===== src/rtl/alu_pkg.sv =====
// Shared definitions for the execute-stage ALU: op codes, FSM states and
// a helper that classifies the multi-cycle multiply/divide ops.
package alu_pkg;

    typedef logic [3:0] op_t;

    localparam op_t OP_ADD   = 4'd0;
    localparam op_t OP_SUB   = 4'd1;
    localparam op_t OP_AND   = 4'd2;
    localparam op_t OP_OR    = 4'd3;
    localparam op_t OP_XOR   = 4'd4;
    localparam op_t OP_NOR   = 4'd5;
    localparam op_t OP_LUI   = 4'd6;
    localparam op_t OP_SLT   = 4'd7;
    localparam op_t OP_SLTU  = 4'd8;
    localparam op_t OP_SLL   = 4'd9;
    localparam op_t OP_SRL   = 4'd10;
    localparam op_t OP_SRA   = 4'd11;
    localparam op_t OP_MULT  = 4'd12;
    localparam op_t OP_MULTU = 4'd13;
    localparam op_t OP_DIV   = 4'd14;
    localparam op_t OP_DIVU  = 4'd15;

    typedef enum logic [1:0] {
        S_IDLE = 2'd0,
        S_BUSY = 2'd1,
        S_DONE = 2'd2
    } state_t;

    // Ops 12..15 share the top two code bits; the low two bits then select
    // mul/div (bit 1) and signed/unsigned (bit 0).
    function automatic logic is_muldiv(input op_t op);
        return op[3:2] == 2'b11;
    endfunction

endpackage


===== src/rtl/seq_alu_if.sv =====
// Request/response bundle between the pipeline and the ALU.
//
// Handshake: a request transfers on a rising clock edge where in_valid and
// in_ready are both 1. While in_ready is 0 the requester keeps in_valid, op
// and operands stable and the ALU ignores them. There is no response
// backpressure: out_valid is a one-cycle pulse qualifying result/zero/ovf.
interface seq_alu_if #(parameter int WIDTH = 32);
    import alu_pkg::*;

    localparam int SHW = $clog2(WIDTH);

    logic             in_valid;
    logic             in_ready;
    op_t              op;
    logic [WIDTH-1:0] x;
    logic [WIDTH-1:0] y;
    logic [SHW-1:0]   shamt;
    logic             out_valid;
    logic [WIDTH-1:0] result;
    logic             zero;
    logic             ovf;
    logic [WIDTH-1:0] hi;
    logic [WIDTH-1:0] lo;

    modport master (
        output in_valid, op, x, y, shamt,
        input  in_ready, out_valid, result, zero, ovf, hi, lo
    );

    modport slave (
        input  in_valid, op, x, y, shamt,
        output in_ready, out_valid, result, zero, ovf, hi, lo
    );

endinterface


===== src/rtl/seq_alu_mdu.sv =====
// Iterative multiply/divide unit. One shared accumulator/low-word pair runs
// either shift-add multiplication or restoring division on operand
// magnitudes for exactly WIDTH iterations; signs are fixed up afterwards.
// done and the corrected hi_out/lo_out are combinational on the final
// iteration so the parent can register them on the same edge.
module mdu_iter #(
    parameter int WIDTH = 32
) (
    input  logic             clk,
    input  logic             rst_n,
    input  logic             start,
    input  logic [1:0]       op,      // bit1: divide, bit0: unsigned
    input  logic [WIDTH-1:0] a,
    input  logic [WIDTH-1:0] b,
    output logic             done,
    output logic [WIDTH-1:0] hi_out,
    output logic [WIDTH-1:0] lo_out
);

    localparam int CW = $clog2(WIDTH);
    localparam logic [CW-1:0] LAST = CW'(WIDTH - 1);

    logic             busy_q, busy_d;
    logic [CW-1:0]    cnt_q, cnt_d;
    logic             is_div_q, is_div_d;
    logic             neg_q, neg_d;
    logic             rem_neg_q, rem_neg_d;
    logic [WIDTH-1:0] acc_q, acc_d;
    logic [WIDTH-1:0] low_q, low_d;
    logic [WIDTH-1:0] opb_q, opb_d;

    logic             a_neg, b_neg, b_zero;
    logic [WIDTH-1:0] a_mag, b_mag;
    logic [WIDTH:0]   mul_sum;
    logic [WIDTH:0]   div_shift;
    logic [WIDTH-1:0] div_diff;
    logic             div_ge;
    logic [WIDTH-1:0] step_acc, step_low;
    logic [2*WIDTH-1:0] prod;

    // Operand magnitudes and sign bookkeeping for the start of an operation.
    always_comb begin : operand_prep
        a_neg  = ~op[0] & a[WIDTH-1];
        b_neg  = ~op[0] & b[WIDTH-1];
        b_zero = (b == '0);
        a_mag  = a_neg ? -a : a;
        b_mag  = b_neg ? -b : b;
    end

    // One iteration of the shared datapath: the low word doubles as the
    // multiplier (shifted right) or the dividend/quotient (shifted left).
    always_comb begin : iteration
        mul_sum   = {1'b0, acc_q} + (low_q[0] ? {1'b0, opb_q} : '0);
        div_shift = {acc_q, low_q[WIDTH-1]};
        div_ge    = (div_shift >= {1'b0, opb_q});
        // When div_ge holds the true difference is below the divisor, so the
        // low WIDTH bits are exact.
        div_diff  = div_shift[WIDTH-1:0] - opb_q;
        if (is_div_q) begin
            step_acc = div_ge ? div_diff : div_shift[WIDTH-1:0];
            step_low = {low_q[WIDTH-2:0], div_ge};
        end else begin
            step_acc = mul_sum[WIDTH:1];
            step_low = {mul_sum[0], low_q[WIDTH-1:1]};
        end
    end

    // Sign post-correction applied to the final iteration's value.
    always_comb begin : post_correct
        prod = {step_acc, step_low};
        if (neg_q) begin
            prod = -prod;
        end
        if (is_div_q) begin
            lo_out = neg_q ? -step_low : step_low;
            hi_out = rem_neg_q ? -step_acc : step_acc;
        end else begin
            hi_out = prod[2*WIDTH-1:WIDTH];
            lo_out = prod[WIDTH-1:0];
        end
        done = busy_q && (cnt_q == LAST);
    end

    // Next-state: load on start, otherwise iterate while busy.
    always_comb begin : next_state
        busy_d    = busy_q;
        cnt_d     = cnt_q;
        is_div_d  = is_div_q;
        neg_d     = neg_q;
        rem_neg_d = rem_neg_q;
        acc_d     = acc_q;
        low_d     = low_q;
        opb_d     = opb_q;
        if (start) begin
            busy_d    = 1'b1;
            cnt_d     = '0;
            is_div_d  = op[1];
            // Divide by zero keeps the all-ones quotient unsigned-looking.
            neg_d     = (a_neg ^ b_neg) & ~(op[1] & b_zero);
            rem_neg_d = op[1] & a_neg;
            acc_d     = '0;
            low_d     = a_mag;
            opb_d     = b_mag;
        end else if (busy_q) begin
            acc_d = step_acc;
            low_d = step_low;
            if (cnt_q == LAST) begin
                busy_d = 1'b0;
                cnt_d  = '0;
            end else begin
                cnt_d = cnt_q + CW'(1);
            end
        end
    end

    // State registers; reset discards any partial result.
    always_ff @(posedge clk or negedge rst_n) begin
        if (!rst_n) begin
            busy_q    <= 1'b0;
            cnt_q     <= '0;
            is_div_q  <= 1'b0;
            neg_q     <= 1'b0;
            rem_neg_q <= 1'b0;
            acc_q     <= '0;
            low_q     <= '0;
            opb_q     <= '0;
        end else begin
            busy_q    <= busy_d;
            cnt_q     <= cnt_d;
            is_div_q  <= is_div_d;
            neg_q     <= neg_d;
            rem_neg_q <= rem_neg_d;
            acc_q     <= acc_d;
            low_q     <= low_d;
            opb_q     <= opb_d;
        end
    end

endmodule


===== src/rtl/seq_alu.sv =====
// Registered execute-stage ALU with HI/LO registers. Single-cycle ops return
// one cycle after acceptance; mul/div ops hand off to mdu_iter and hold
// in_ready low until HI/LO have been written.
module seq_alu
    import alu_pkg::*;
#(
    parameter int WIDTH = 32
) (
    input  logic   clk,
    input  logic   rst_n,
    seq_alu_if.slave bus,
    output state_t dbg_state
);

    state_t           state_q, state_d;
    logic             out_valid_q, out_valid_d;
    logic [WIDTH-1:0] result_q, result_d;
    logic             zero_q, zero_d;
    logic             ovf_q, ovf_d;
    logic [WIDTH-1:0] hi_q, hi_d;
    logic [WIDTH-1:0] lo_q, lo_d;

    logic             accept;
    logic             md_start;
    logic             md_done;
    logic [WIDTH-1:0] md_hi, md_lo;
    logic [WIDTH-1:0] add_res, sub_res;
    logic [WIDTH-1:0] alu_res;
    logic             alu_ovf;

    mdu_iter #(.WIDTH(WIDTH)) u_mdu (
        .clk    (clk),
        .rst_n  (rst_n),
        .start  (md_start),
        .op     (bus.op[1:0]),
        .a      (bus.x),
        .b      (bus.y),
        .done   (md_done),
        .hi_out (md_hi),
        .lo_out (md_lo)
    );

    // Single-cycle datapath evaluated on the presented request.
    always_comb begin : single_cycle
        add_res = bus.x + bus.y;
        sub_res = bus.x - bus.y;
        alu_res = '0;
        alu_ovf = 1'b0;
        case (bus.op)
            OP_ADD: begin
                alu_res = add_res;
                alu_ovf = (bus.x[WIDTH-1] == bus.y[WIDTH-1]) &&
                          (add_res[WIDTH-1] != bus.x[WIDTH-1]);
            end
            OP_SUB: begin
                alu_res = sub_res;
                alu_ovf = (bus.x[WIDTH-1] != bus.y[WIDTH-1]) &&
                          (sub_res[WIDTH-1] != bus.x[WIDTH-1]);
            end
            OP_AND:  alu_res = bus.x & bus.y;
            OP_OR:   alu_res = bus.x | bus.y;
            OP_XOR:  alu_res = bus.x ^ bus.y;
            OP_NOR:  alu_res = ~(bus.x | bus.y);
            OP_LUI:  alu_res = {bus.y[WIDTH/2-1:0], {(WIDTH/2){1'b0}}};
            OP_SLT:  alu_res = {{(WIDTH-1){1'b0}}, $signed(bus.x) < $signed(bus.y)};
            OP_SLTU: alu_res = {{(WIDTH-1){1'b0}}, bus.x < bus.y};
            OP_SLL:  alu_res = bus.y << bus.shamt;
            OP_SRL:  alu_res = bus.y >> bus.shamt;
            OP_SRA:  alu_res = $signed(bus.y) >>> bus.shamt;
            default: alu_res = '0;
        endcase
    end

    // Handshake and FSM next-state; outputs are registered below.
    always_comb begin : control
        accept      = bus.in_valid && (state_q == S_IDLE);
        md_start    = accept && is_muldiv(bus.op);
        state_d     = state_q;
        out_valid_d = 1'b0;
        result_d    = result_q;
        zero_d      = zero_q;
        ovf_d       = ovf_q;
        hi_d        = hi_q;
        lo_d        = lo_q;
        case (state_q)
            S_IDLE: begin
                if (accept) begin
                    if (is_muldiv(bus.op)) begin
                        state_d = S_BUSY;
                    end else begin
                        out_valid_d = 1'b1;
                        result_d    = alu_res;
                        zero_d      = (alu_res == '0);
                        ovf_d       = alu_ovf;
                    end
                end
            end
            S_BUSY: begin
                if (md_done) begin
                    state_d     = S_DONE;
                    out_valid_d = 1'b1;
                    hi_d        = md_hi;
                    lo_d        = md_lo;
                    result_d    = md_lo;
                    zero_d      = (md_lo == '0);
                    ovf_d       = 1'b0;
                end
            end
            S_DONE:  state_d = S_IDLE;
            default: state_d = S_IDLE;
        endcase
    end

    // FSM state and all output registers.
    always_ff @(posedge clk or negedge rst_n) begin
        if (!rst_n) begin
            state_q     <= S_IDLE;
            out_valid_q <= 1'b0;
            result_q    <= '0;
            zero_q      <= 1'b1;
            ovf_q       <= 1'b0;
            hi_q        <= '0;
            lo_q        <= '0;
        end else begin
            state_q     <= state_d;
            out_valid_q <= out_valid_d;
            result_q    <= result_d;
            zero_q      <= zero_d;
            ovf_q       <= ovf_d;
            hi_q        <= hi_d;
            lo_q        <= lo_d;
        end
    end

    assign bus.in_ready  = (state_q == S_IDLE);
    assign bus.out_valid = out_valid_q;
    assign bus.result    = result_q;
    assign bus.zero      = zero_q;
    assign bus.ovf       = ovf_q;
    assign bus.hi        = hi_q;
    assign bus.lo        = lo_q;
    assign dbg_state     = state_q;

endmodule


===== src/flat_wrapper.sv =====
// flat-port wrapper written by rule: the top's interface ports become plain ports
module seq_alu_flat import alu_pkg::*;
#(
    parameter int WIDTH = 32
)
  (clk, rst_n, dbg_state, bus_in_valid, bus_op, bus_x, bus_y, bus_shamt, bus_in_ready, bus_out_valid, bus_result, bus_zero, bus_ovf, bus_hi, bus_lo);
  seq_alu_if #(.WIDTH(WIDTH)) bus_i ();
  input  logic clk;
  input  logic rst_n;
  output state_t dbg_state;
  input wire logic [$bits(bus_i.in_valid)-1:0] bus_in_valid;
  input wire logic [$bits(bus_i.op)-1:0] bus_op;
  input wire logic [$bits(bus_i.x)-1:0] bus_x;
  input wire logic [$bits(bus_i.y)-1:0] bus_y;
  input wire logic [$bits(bus_i.shamt)-1:0] bus_shamt;
  output wire logic [$bits(bus_i.in_ready)-1:0] bus_in_ready;
  output wire logic [$bits(bus_i.out_valid)-1:0] bus_out_valid;
  output wire logic [$bits(bus_i.result)-1:0] bus_result;
  output wire logic [$bits(bus_i.zero)-1:0] bus_zero;
  output wire logic [$bits(bus_i.ovf)-1:0] bus_ovf;
  output wire logic [$bits(bus_i.hi)-1:0] bus_hi;
  output wire logic [$bits(bus_i.lo)-1:0] bus_lo;
  assign bus_i.in_valid = bus_in_valid;
  assign bus_i.op = bus_op;
  assign bus_i.x = bus_x;
  assign bus_i.y = bus_y;
  assign bus_i.shamt = bus_shamt;
  assign bus_in_ready = bus_i.in_ready;
  assign bus_out_valid = bus_i.out_valid;
  assign bus_result = bus_i.result;
  assign bus_zero = bus_i.zero;
  assign bus_ovf = bus_i.ovf;
  assign bus_hi = bus_i.hi;
  assign bus_lo = bus_i.lo;
  seq_alu #(.WIDTH(WIDTH)) u_core (.clk(clk), .rst_n(rst_n), .bus(bus_i), .dbg_state(dbg_state));
endmodule

===== config.mk =====
export PLATFORM = sky130hd
export DESIGN_NAME = seq_alu_flat
export DESIGN_NICKNAME = d
export VERILOG_FILES = /design/src/rtl/alu_pkg.sv /design/src/rtl/seq_alu_if.sv /design/src/rtl/seq_alu_mdu.sv /design/src/rtl/seq_alu.sv /design/src/flat_wrapper.sv
export SDC_FILE = /design/constraint.sdc
export NUM_CORES = 1
export LEC_CHECK = 0
export ABC_AREA = 1
export BUFFER_PORTS_ARGS = -buffer_cell sky130_fd_sc_hd__buf_2
export CAP_MARGIN = 5
export CORE_MARGIN = 4
export CORE_UTILIZATION = 50
export DETAILED_ROUTE_END_ITERATION = 6
export GPL_TIMING_DRIVEN = 0
export HOLD_SLACK_MARGIN = 0.12
export MAX_ROUTING_LAYER = met4
export PLACE_DENSITY = 0.7
export SLEW_MARGIN = 15
export SYNTH_ARGS = -nofsm -noshare
export SYNTH_HDL_FRONTEND = slang
export SYNTH_SLANG_ARGS = --single-unit

===== constraint.sdc =====
create_clock -name clk -period 3.3 [get_ports clk]
set_input_delay 0.33 -clock clk [delete_from_list [all_inputs] [get_ports clk]]
set_output_delay 0.33 -clock clk [all_outputs]
set_load 0.1 [all_outputs]

==> results.tsv, run 1 <==
metric	value	unit
global route overflow	0	
Post-synth EDFFs	0	
port buffer count	174	
mapped cell area	0.0279	mm²
first-pass GRT wire length	235000	µm
Longest Clk Path Bufs	3	
Die X	244	µm
Most used DFF post-synth	dfrtp_1	
gr usage total	54.5	%
Site Rows	86	
asr flop ratio synth	100	%
H-tree lvl count	1	
hpwl dp	124000	µm
initial antenna violation count	11	
vias in the first global route	35841	
Avg Cell Area, Syn	5.74	µm²
post-placement cell count	5794	
Seq/Total Area, Yosys	18.5	%
Halt Stage	detailed routing	
Synth cell types	71	
Warnings, synthesis	0	
total CTS buffers	24	
Root Driver	clkbuf_16	
gate count of the mapped netlist	4870	
GR repair worst EP	u_core.bus.zero$_DFFE_PN1P_/D	
GP Congestion	1.18	
largest net degree at the start of global routing	93	
starting density of the core	50.6	%
Die Y	244	µm
Clock Sinks	206	
net count after synthesis	5116	
number of I/O pins	178	
tool error	[ERROR DRT-0255] Maze Route cannot find path of net clk in worker of routeBox ( 193200 0 ) ( 244420 48300 ).	
classification of the worst endpoint	register data pin	
outcome	stopped before the end	
Yosys reg bits	206	
[metrics by stage]
step	util (%)	instance area, µm²	hold slack [ns]	setup TNS (ns)	setup WS [ns]
3_5_place_dp	54.5	30100	0.218	-47.22	-1.38
2_1_floorplan	-	28200	0.0344	-0.699	-0.139
4_1_cts	59.0	32600	0.162	-8.79	-0.571
3_3_place_gp	54.4	30000	0.457	-370.12	-1.64
5_1_grt	61.1	33700	0.210	-54.54	-1.32
[logic make-up after synthesis]
kind of cell	count (synthesis)	synth area share [%]
adder cells (fa/ha/maj)	170	7.72
AND/OR/NAND/NOR	2592	39.9
multiplexers	8	0.287
AO/OA/AOI/OAI	933	19.0
XOR/XNOR	71	2.23
flip-flops	206	18.5
buffers and inverters	890	12.4
[repair_timing]
item / in CTS / in global routing
buffers inserted: 99 / 40
cloned: 0 / 1
gates resized for setup: 253 / 214
hold buffers: 1 / 0
hold endpoints to repair: 114 / 0
pin swaps: 75 / 70
setup endpoints to repair: 68 / 100
[synthesized netlist by cell type, drive strengths merged (5+ instances only)]
library cell	n	share of area, %
nand2	1515	21
inv	701	9.4
nor2	476	7.0
o21ai	456	8.2
nand3	378	7.4
a21oi	255	4.8
dfrtp	205	18
ha	166	7.4
clkbuf	128	1.7
nand4	84	1.9
nor3	76	1.5
buf	57	1.2
xor2	56	1.8
o22ai	54	1.2
o211ai	45	1.2
o221ai	34	1.1
nand3b	20	0.54
or2	17	0.38
xnor2	15	0.47
o21bai	14	0.38
nor4	13	0.29
o21a	13	0.35
a221oi	11	0.34
a21boi	10	0.28
a31oi	9	0.20
mux2i	8	0.29
and2	5	0.11
[layer usage]
metal and GRT usage (%):
met1 60.7, met2 76.0, met3 20.4, met4 48.3, met5 -
==> run 2: changes to the inputs <==
Settings changed: CORE_UTILIZATION 50 to 35, HOLD_SLACK_MARGIN 0.12 to unset, MAX_ROUTING_LAYER met4 to unset, PLACE_DENSITY 0.7 to unset, PLACE_DENSITY_LB_ADDON set to 0.15.
Clock period 3.3 ns to 4.29 ns, I/O delays scaled along.
==> run 2 against run 1 <==
  * The flow now finishes, with violations (negative setup slack)
  * Synthesized area is the same
  * Global-route usage down 17 points
  * Synthesized cell count unchanged
==> results.tsv, run 2 <==
metric	value	unit	change
outcome	finished with violations		
failing checks	negative setup slack		
largest cells by area after synthesis	nand2_1, dfrtp_1, inv_1		
Die Y	291	µm	+19%
Max-slew headroom	15.6	%	
total vias in the final route	34980		
Seq/Total Area, Yosys	18.5	%	unchanged
Post-synth EDFFs	0		unchanged
final cell count without fillers	6163		
Site Rows	103		+20%
crit path max fanout	7		
most common cell after layout, fill and taps aside	nand2_1		
vias in the first global route	33353		-6.9%
latest clock arrival within the worst-skew pair	0.59	ns	
Fmax	230	MHz	
Longest Clk Path Bufs	3		unchanged
CP Launch Point	bus_y[3]		
layout cells sized above 1	10.8	%	
peak supply drop	0.587	mV	
slowest CP cell	nor3_1		
pwr dens	740	mW/mm²	
first-pass iteration count of the detailed router	6		
R2R setup slack	0.16	ns	
ant diodes	0		
largest net degree at the start of global routing	81		-13%
asr flop ratio synth	100	%	unchanged
global route overflow	0		unchanged
reg2reg start	u_core.u_mdu.acc_q[4]		
critical path, cell by cell	buf_2 > inv_1 > ha_1 > a21oi_1 > nand2_1 > o21ai_0 > nand2_1 > or3_1 > nor3_1 > nand2_1 > nor2_1 > nand2_1 > nor2_1 > nand4_1 > nand2_1 > nand2_1 > nand2_1		
RSZ-0062 raised after global routing	true		
slack of the critical path	-0.0647	ns	
post-synthesis compound-gate area fraction	19.0	%	unchanged
Avg Cell Area, Syn	5.74	µm²	unchanged
simple-gate share of the synthesized area	39.9	%	unchanged
post-placement cell count	6097		+5.2%
Die X	291	µm	+19%
WP data required	4.82	ns	
port buffer count	174		unchanged
register area	0.00520	mm²	
first-pass GRT wire length	234000	µm	-0.71%
most frequent cells in the layout	nand2_1, inv_1, nor2_1		
GP Congestion	1.09		-7.6%
hpwl dp	138000	µm	+11%
area occupied by multi-input gates	0.0198	mm²	
drc violations	0		
largest family of logic cells by synthesized area	simple AND/OR/NAND/NOR gates		
Most used DFF post-synth	dfrtp_1		
Critical Path AT	4.89	ns	
initial antenna violation count	4		-7
post-synth top area cell	nand2_1		
CTS tree	done		
GR peak layer	met2		
Detail Route Antenna Nets	0		
worst-margin pin slew	1.25	ns	
gate count of the mapped netlist	4870		unchanged
mapped cell area	0.0279	mm²	unchanged
total CTS buffers	26		+8.3%
element type at the critical path start	primary input		
Setup CP Type	in2reg		
GRT met2 Usage	60.4	%	-16 points
fraction of synthesized area in multiplexers	0.287	%	unchanged
Period minus WS final	4.35	ns	
Worst Hold Slack	0.315	ns	
GR met3 Demand/Resource	5.64	%	-15 points
Synth cell types	71		unchanged
final setup fails	1		
starting density of the core	35.4	%	-15 points
Root Driver	clkbuf_16		
CP Capture Type	register		
final max-slew violation count	0		
FILL cells	9064		
Reg2Reg Depth	31		
gr usage total	37.4	%	-17 points
crit path capture	u_core.bus.zero		
drt total wl	165000	µm	
max cap viols	0		
CP most frequent cell	nand2_1		
post-synth top area share	20.0	%	unchanged
Hold Violations, Final	0		
slowest stage delay, CP	0.90	ns	
Yosys reg bits	206		unchanged
most common cell in the synthesized netlist	nand2_1		
xor/xnor share of the synthesized area	2.23	%	unchanged
Post-Route Utilization	40.2	%	
Die Area	0.0844	mm²	
Core Area	0.0790	mm²	
synth cell count leaders	nand2_1, inv_1, nor2_1		
number of I/O pins	178		unchanged
final net count	5339		
dpl ws	-1.09	ns	+0.287 ns
Leak	16.0	nW	
area grow syn2layout	13.7	%	
Reg2Reg Capture Point	u_core.bus.zero		
Final TNS setup	-0.0647	ns	
met1 Use GR	46.5	%	-14 points
H-tree lvl count	1		unchanged
Starting DRT DRC Count	3881		
period utilization	102	%	
Routed WL per cell	26.8	µm	
clock-pin slew on the worst setup and hold paths	0.06	ns	
vias per cell	5.68		
Clock Skews	0.0559	ns	
Clock Sinks	206		unchanged
Min-Delay Path Class	in2reg		
Warnings, synthesis	0		unchanged
Synth Area in Adders	7.72	%	unchanged
net count after synthesis	5116		unchanged
## run 2: cell counts after synthesis
No cell type changed its count.
## run 2: final cells by class
type                    count  share of cell area (%)
repair buffers            198                    3.47
flip-flops and latches    206                    16.4
clock inverters            10                   0.323
inverters                 705                    8.34
plain buffers             182                    2.58
well taps                1050                    4.14
clock buffers              38                    2.38
multi-input cells        3774                    62.4
## run 2: worst min-delay path by stage
| stage | endpoint | slack (ns) | from | cells after the start |
|---|---|---|---|---|
| floorplan | u_core.bus.hi[0] | 0.13 | rst_n | 0 |
| global route | u_core.bus.ovf | 0.30 | bus_in_valid | 4 |
| global placement | u_core.bus.lo[26] | 0.46 | u_core.bus.lo[26] | 2 |
| detailed placement | u_core.u_mdu.acc_q[18] | 0.39 | rst_n | 1 |
| CTS | u_core.bus.ovf | 0.30 | bus_in_valid | 4 |
| finish | u_core.u_mdu.opb_q[5] | 0.31 | bus_y[5] | 3 |
## run 2: per-layer routing
layer  wire, µm  vias to the layer above
li1           -                    16311
met1      66300                    16586
met2      73200                     1662
met3      12000                      419
met4      13400                        2
met5         11                        -
## run 2: cells by family after synthesis
family / count (synthesis)
buffers and inverters: 890
adders and majority gates: 170
DFF: 206
muxes: 8
xor gates and xnor gates: 71
and+or+nand+nor: 2592
AOI/OAI and AO/OA: 933
## run 2: timing repair
action	4_1_cts	5_1_grt
resized for setup	38	96
buffers inserted	6	14
endpoints found under the setup margin	28	26
pin swaps	4	17
endpoints found under the hold margin	59	0
hold buffers	1	0
## run 2: worst max-delay path: cells and delay by family
family                   cells  cell delay, ns
AO/OA/AOI/OAI                2            0.87
adder cells (fa/ha/maj)      1            0.52
AND/OR/NAND/NOR             12            2.53
buffers and inverters        2            0.53
## run 2: metrics by stage
step | total power, mW | instance area (µm²)
after floorplan | 15.1 | 27900
after global placement | 20.3 | 30100
after detailed placement | 20.3 | 30200
after CTS | 22.8 | 31300
after global routing | 24.9 | 31800
final | 23.5 | 31800
## run 2: report_power, final
part / internal (mW) / switching (mW)
Sequential: 2.77 / 0.862
Clock: 1.29 / 0.927
Combinational: 4.50 / 13.2
(Power assumes the default switching activity.)
